**src/rtl/slice_bank_scheduler.sv**
```systemverilog
// Ping-pong slice buffer scheduler: steers 8x8 blocks into two banks,
// closes slices when full or flushed, and offers closed banks downstream.
module slice_bank_scheduler #(
    parameter int BLOCKS_PER_SLICE = 32,
    parameter int CNT_W            = 6
) (
    input  logic             clock,
    input  logic             reset_n,
    input  logic             in_valid,
    output logic             in_ready,
    input  logic             flush,
    output logic [1:0]       wr_valid,
    output logic [31:0]      wr_block_idx,
    output logic             slice_valid,
    output logic             slice_bank,
    output logic [CNT_W-1:0] slice_nblocks,
    input  logic             slice_ack,
    output logic [15:0]      slices_done
);

    typedef enum logic [1:0] {
        EMPTY = 2'd0,
        FILL  = 2'd1,
        READY = 2'd2
    } bank_st_e;

    localparam logic [CNT_W-1:0] LAST = CNT_W'(BLOCKS_PER_SLICE - 1);

    bank_st_e         st_q [2];
    bank_st_e         st_d [2];
    logic [CNT_W-1:0] nblk_q [2];
    logic [CNT_W-1:0] nblk_d [2];
    logic             wb_q, wb_d;
    logic             rb_q, rb_d;
    logic [CNT_W-1:0] fill_cnt_q, fill_cnt_d;
    logic [15:0]      slices_done_q, slices_done_d;

    logic accept;
    logic close;
    logic ack;

    always_comb begin
        in_ready      = (st_q[wb_q] != READY);
        accept        = in_valid & in_ready;
        wr_valid      = 2'b00;
        wr_valid[wb_q] = accept;
        wr_block_idx  = 32'(fill_cnt_q);
        slice_valid   = (st_q[rb_q] == READY);
        slice_bank    = rb_q;
        slice_nblocks = nblk_q[rb_q];
        slices_done   = slices_done_q;
        ack           = slice_ack & slice_valid;
        // A flush only closes a bank that holds or is receiving a block
        close = (accept && fill_cnt_q == LAST) ||
                (flush && (accept || fill_cnt_q != '0));
    end

    always_comb begin
        st_d          = st_q;
        nblk_d        = nblk_q;
        wb_d          = wb_q;
        rb_d          = rb_q;
        fill_cnt_d    = fill_cnt_q;
        slices_done_d = slices_done_q;
        if (ack) begin
            st_d[rb_q]    = EMPTY;
            rb_d          = ~rb_q;
            slices_done_d = slices_done_q + 16'd1;
        end
        if (accept) begin
            st_d[wb_q] = FILL;
            fill_cnt_d = fill_cnt_q + 1'b1;
        end
        if (close) begin
            st_d[wb_q]   = READY;
            nblk_d[wb_q] = fill_cnt_q + CNT_W'(accept);
            wb_d         = ~wb_q;
            fill_cnt_d   = '0;
        end
    end

    always_ff @(posedge clock or negedge reset_n) begin
        if (!reset_n) begin
            st_q[0]       <= EMPTY;
            st_q[1]       <= EMPTY;
            nblk_q[0]     <= '0;
            nblk_q[1]     <= '0;
            wb_q          <= 1'b0;
            rb_q          <= 1'b0;
            fill_cnt_q    <= '0;
            slices_done_q <= '0;
        end else begin
            st_q          <= st_d;
            nblk_q        <= nblk_d;
            wb_q          <= wb_d;
            rb_q          <= rb_d;
            fill_cnt_q    <= fill_cnt_d;
            slices_done_q <= slices_done_d;
        end
    end

endmodule

```
**config.mk**
```make
export PLATFORM = sky130hd
export DESIGN_NAME = slice_bank_scheduler
export DESIGN_NICKNAME = d
export VERILOG_FILES = /design/src/rtl/slice_bank_scheduler.sv
export SDC_FILE = /design/constraint.sdc
export NUM_CORES = 1
export LEC_CHECK = 0
export BUFFER_PORTS_ARGS = -buffer_cell sky130_fd_sc_hd__clkbuf_2
export CELL_PAD_IN_SITES_DETAIL_PLACEMENT = 0
export CELL_PAD_IN_SITES_GLOBAL_PLACEMENT = 1
export CORE_MARGIN = 1
export CORE_UTILIZATION = 37
export CTS_BUF_LIST = sky130_fd_sc_hd__clkbuf_4
export DETAILED_ROUTE_END_ITERATION = 8
export PLACE_DENSITY = 0.8
export SETUP_SLACK_MARGIN = 0.5
export SKIP_CTS_REPAIR_TIMING = 1
export SYNTH_ARGS = -nofsm -noshare
export SYNTH_HDL_FRONTEND = slang
export SYNTH_SLANG_ARGS = --single-unit
```
**constraint.sdc**
```tcl
create_clock -name clock -period 1.9 [get_ports clock]
set_input_delay 0.285 -clock clock [delete_from_list [all_inputs] [get_ports clock]]
set_output_delay 0.285 -clock clock [all_outputs]
set_load 0.005 [all_outputs]
```
Word-level counts from Yosys, hierarchy flattened
Cells that the tools add are included.
Word-level totals
  word-level logic and storage cells: 67
  bits of input ports: 5
  bits in registers: 40
  output and inout bits: 59
Cells by class
  mux-type cells: 23
  order comparisons: 6
  reduce and logical (&&, ||, !) cells: 9
  add/subtract/negate cells: 3
  eq/ne operators: 3
  bitwise gates (word level): 15
Operators by type and width (number)
  $mux 6: 6
  $add 16x1->16 const B: 1
  $mux 2: 8
  $bwmux 12: 1
  $mux 4: 3
  $add 6x1->6: 1
  $add 6x1->6 const B: 1
  $and 2x2->2: 3
  $demux 6 s1: 1
  $eq 6x5->1 const B: 1
  $reduce_bool 6->1: 1
  $logic_and 1x1->1: 5
  $and 4x4->4: 1
  $demux 2 s1: 2
  $ge 2x2->1 const B: 2
  $lt 2x1->1 const B: 2
  $not 1->2: 2
  $not 2->2: 2
  $not 4->4: 1
  $or 2x2->2: 2
  $and 1x1->1: 2
  $eq 2x2->1 const B: 1
  $logic_or 1x1->1: 2
  $lt 1x2->1 const B: 1
  other kinds (6): 7

Logic depth before layout (Yosys ltp)
  depth in word-level cells: 12
  gate-level depth with buffers: 9
  depth with buffers taken out: 8

Least setup slack after synthesis
No wires, ideal clock.
  path type: reg-to-reg
  start point: register wb_q
  end point: register nblk_q[8] (netlist name)
  arrival time: 1.857 ns
  path slack: -0.085 ns
  clock period less this slack: 1.985 ns
  path buffers: 1
  cell stages (with the launch flop): 9
  setup time: 0.128 ns
  required time: 1.772 ns
  cells stage by stage: dfrtp_1 buf_6 or3b_4 nand3_4 inv_4 ha_1 ha_1 xor2_1 mux2_1
On the way
  cells in the longest elaborated chain, start to end: 9
  elaborated cells between the ends (all ways): 17
  those cells by class: add/sub (1); order compare (2); eq/ne (1); mux (6); bitwise (2); reduce/logical (5)
Ends and longest elaborated chain
  start, declared: line 33  | logic wb_q, wb_d;
  start signal, assigned: line 95  | wb_q <= wb_d;
  $not 1->2 (not written as such) *: line 43, 76
  parallel branches: the longest is 8 deep, another holds $add 6x1->6
  end signal, assigned: line 94  | nblk_q <= nblk_d;
  end, declared: line 31  | logic [CNT_W-1:0] nblk_q [2];
Mark *: on every way between the ends. The select of a mux whose other input is x is not followed.
A chain may end at the register's enable or synchronous reset.

Final worst setup path
  start point: register st_q[2] (netlist name)
  end point: register nblk_q[4] (netlist name)
On the way
  cells in the longest elaborated chain, start to end: 8
  elaborated cells between the ends (all ways): 11
  those cells by class: add/sub (1); eq/ne (1); mux (4); bitwise (1); reduce/logical (4)
Ends and longest elaborated chain
  start, declared: line 29  | bank_st_e st_q [2];
  start signal, assigned: line 93  | st_q <= st_d;
  $mux 2 (not written as such) * (3 in series): line 43  | in_ready = (st_q[wb_q] != READY);
  $ne 2x2->1 *: line 43
  $and 1x1->1 *: line 44  | accept = in_valid & in_ready;
  parallel branches: the longest is 3 deep, another holds $add 6x1->6
Marked as above.

==> impl_metrics.yaml <==
sta:
  grt_setup_unrepaired: "yes"
  setup_viol: 0
  max_freq_ghz: 0.537
  timing.final.max_slew_violations: 0
  final.period_utilization_pct: 98.0
  skew_ps: 20.7
  worst_pin_slew_ps: 510
  slew_headroom_pct: 66.0
  fin_tns_setup_ps: 0
  hold_viol: 0
  min_period_ps: 1860
  holdWs_ps: 134
floorplan:
  die_w_um: 79.4
  dieArea_sq_mm: 0.00630
  core_area_sq_mm: 0.00564
  die_y_um: 79.4
  io_pins: 64
  start_util_pct: 39.3
  rows: 27
final_layout:
  area_growth_pct: 38.1
  final_core_util_pct: 54.2
  fin_cells: 342
  drive_gt1_share_pct: 54.4
  diodes: 0
  final_nets: 279
cts:
  root_buffer: "clkbuf_4"
  h-tree-depth: 2
  cts_buffers: 5
  clockBufferDepth: 2
  clk_pin_slew_worst_paths_ps: 140
  clkSinkCount: 40
  clock_latency_ps: 370
  cts_tree: "built"
power:
  power_frac_clock_pct: 15.5
  powerDensity_mw_per_mm2: 1220
  ir_worst_vdd_mv: 0.552
  power_frac_comb_pct: 51.3
  internal-power_mw: 2.45
  power.leakage_nw: 1.49
  seq_power_share_pct: 33.2
  switching_share_pct: 34.1
  power_switching_mw: 1.27
logic_synthesis:
  synthTopCellsByArea: "dfrtp_1 (45%), buf_4 (9.1%), xnor2_1 (7.1%)"
  synth_ff_type: "dfrtp_1"
  seq_area_frac_synth_pct: 45.2
  yosys_warnings: 0
  synth_edf_count: 0
  synth_cell_type_count: 42
  synth_top_area_share_pct: 45.2
  synth.most_common_cell: "dfrtp_1"
  synth.cells.most_frequent: "dfrtp_1 (40), buf_4 (27), xnor2_1 (18), nand2_1 (13)"
  synth_area_sq_mm: 0.00222
  syn_area_per_cell_sq_um: 11.4
  yosysTopAreaCell: "dfrtp_1"
  synthArstFlopShare_pct: 100
  syn_inst: 195
  synth-seq-cells: 40
critical_path:
  cp.arrival_ps: 2120
  worst_r2r_endpoint: "nblk_q[4]"
  worst_setup_path_start_kind: "flip-flop"
  cp_cell_sequence: "or3b_4, nand3_4, inv_4, ha_4, ha_4, nand3_2, xnor2_2, mux2_4"
  worst-path-buf-inv: 1
  path_max_fanout: 4
  critical_path_class: "flip-flop to flip-flop"
  crit_top_cell: "ha_4"
  rrSetupSlack_ps: 40
  worst_r2r_path_depth: 8
  cp_slowest_cell: "dfrtp_1"
  rr_startpoint: "st_q[2]"
  crit_family: "simple AND/OR/NAND/NOR gates"
  critPathRequiredTime_ps: 2160
  end_kind: "flip-flop"
  max_stage_delay_ps: 440
hold_path:
  hold_depth: 2
  hold_end: "fill_cnt_q[4]"
  holdCritPathClass: "input port to flip-flop"
  hold_start: "flush"
global_routing:
  use_met2_pct: 23.0
  antenna_found_initial: 0
  gr-max-usage-layer: "met2"
  grt_pass1_wl_um: 6950
  grtUsageTotal_pct: 14.5
  grt_max_degree: 41
  grt_use_met1_pct: 18.5
  grt-ovfl-total: 0
  grt_pass1_vias: 1476
  grtUsageMet3_pct: 3.20
placement:
  post-place-cells: 320
  numPortBuffers: 37
  hpwlAfterDp_um: 3100
  gp_congestion: 0.763
route:
  viasPerCell: 4.62
  wire_per_inst_um: 13.3
  drt_drc_violations_left: 0
  wirelength_um: 4540
  drt_iter0_markers: 44
  drt-pass1-iter-count: 4
  ant_nets: 0
  vias: 1581
status:
  status: "completed"
flow_run:
  maxCapViolCount: 0
==> cell type report <==
type | count | area (sq um)
multi-input cells | 144 | 1290
clock inverters | 3 | 42.5
clock buffers | 5 | 37.5
repair buffers | 75 | 583
inverters | 3 | 13.8
well taps | 72 | 90.1
flip-flops and latches | 40 | 1000
fillers | 495 | 2580
==> registers in the layout (all words and copies together), names as in the netlist <==
signal and flops:
slice_bank 1, wb_q 1, slices_done 16, st_q 4
fill_cnt_q 6, nblk_q 12
==> power by group through the flow <==
stage / Clock (mW) / Combinational (mW) / Sequential [mW]
finish: 0.577 / 1.91 / 1.23
global route: 0.626 / 2.07 / 1.26
CTS: 0.590 / 1.40 / 1.21
detailed placement: 0 / 1.39 / 1.23
global placement: 0 / 1.36 / 1.22
floorplan: 0 / 0.867 / 1.22
==> metal layers <==
metal,vias up,share of wire [%],wire (um)
li1,760,-,-
met1,775,43,1960
met2,38,51,2310
met3,8,4.2,191
met4,0,1.6,74
met5,-,0,0
==> worst max path at each step <==
stage / endpoint / slack (ps) / cells past startpoint / start
2_1_floorplan: nblk_q[0] / -7 / 8 / wb_q
3_3_place_gp: nblk_q[4] / 10 / 6 / wb_q
3_5_place_dp: nblk_q[3] / -60 / 6 / wb_q
4_1_cts: nblk_q[1] / -80 / 6 / st_q[2]
5_1_grt: nblk_q[11] / -30 / 7 / st_q[3]
6_report: nblk_q[4] / 40 / 8 / st_q[2]
==> metrics by stage <==
| step | setup WS (ps) | total power [mW] | cell area [sq um] |
|---|---|---|---|
| 2_1_floorplan | -6.63 | 2.09 | 2400 |
| 3_3_place_gp | 14.6 | 2.58 | 2630 |
| 3_5_place_dp | -59.8 | 2.62 | 2630 |
| 4_1_cts | -77.7 | 3.20 | 2710 |
| 5_1_grt | -26.5 | 3.96 | 3060 |
| 6_report | 37.2 | 3.72 | 3060 |
==> cell usage in the layout (no fill, tap or decap), types with 2 or more instances in the layout <==
master,Yosys,routed
a21oi_1,4,2
a21oi_2,0,2
and3_1,4,2
and3_4,1,3
and4_1,3,2
buf_12,0,2
buf_4,27,24
buf_6,2,18
clkbuf_2,0,29
clkbuf_4,0,5
conb_1,1,26
dfrtp_1,40,38
dfrtp_2,0,2
ha_1,5,3
ha_4,0,2
inv_1,2,2
mux2_4,6,18
nand2_1,13,7
nand2_2,0,6
nand3_1,10,3
nand3_2,0,7
nand3b_1,2,2
nand4_1,4,4
nor2_1,9,3
nor2_2,0,4
nor2_4,0,2
nor3b_2,1,2
or3b_4,1,2
xnor2_1,18,14
xnor2_2,0,3
xor2_1,6,5
==> cell families after synthesis <==
| logic type | count (synthesis) | synth area share (%) |
|---|---|---|
| and+or+nand+nor | 59 | 16.1 |
| adders and majority gates | 5 | 2.82 |
| DFF | 40 | 45.2 |
| muxes | 19 | 10.7 |
| buffers and inverters | 36 | 11.6 |
| xor gates and xnor gates | 24 | 9.49 |
| AOI/OAI and AO/OA | 11 | 3.90 |
| other | 1 | 0.169 |
Note: power is estimated with default switching activity, not from simulation.
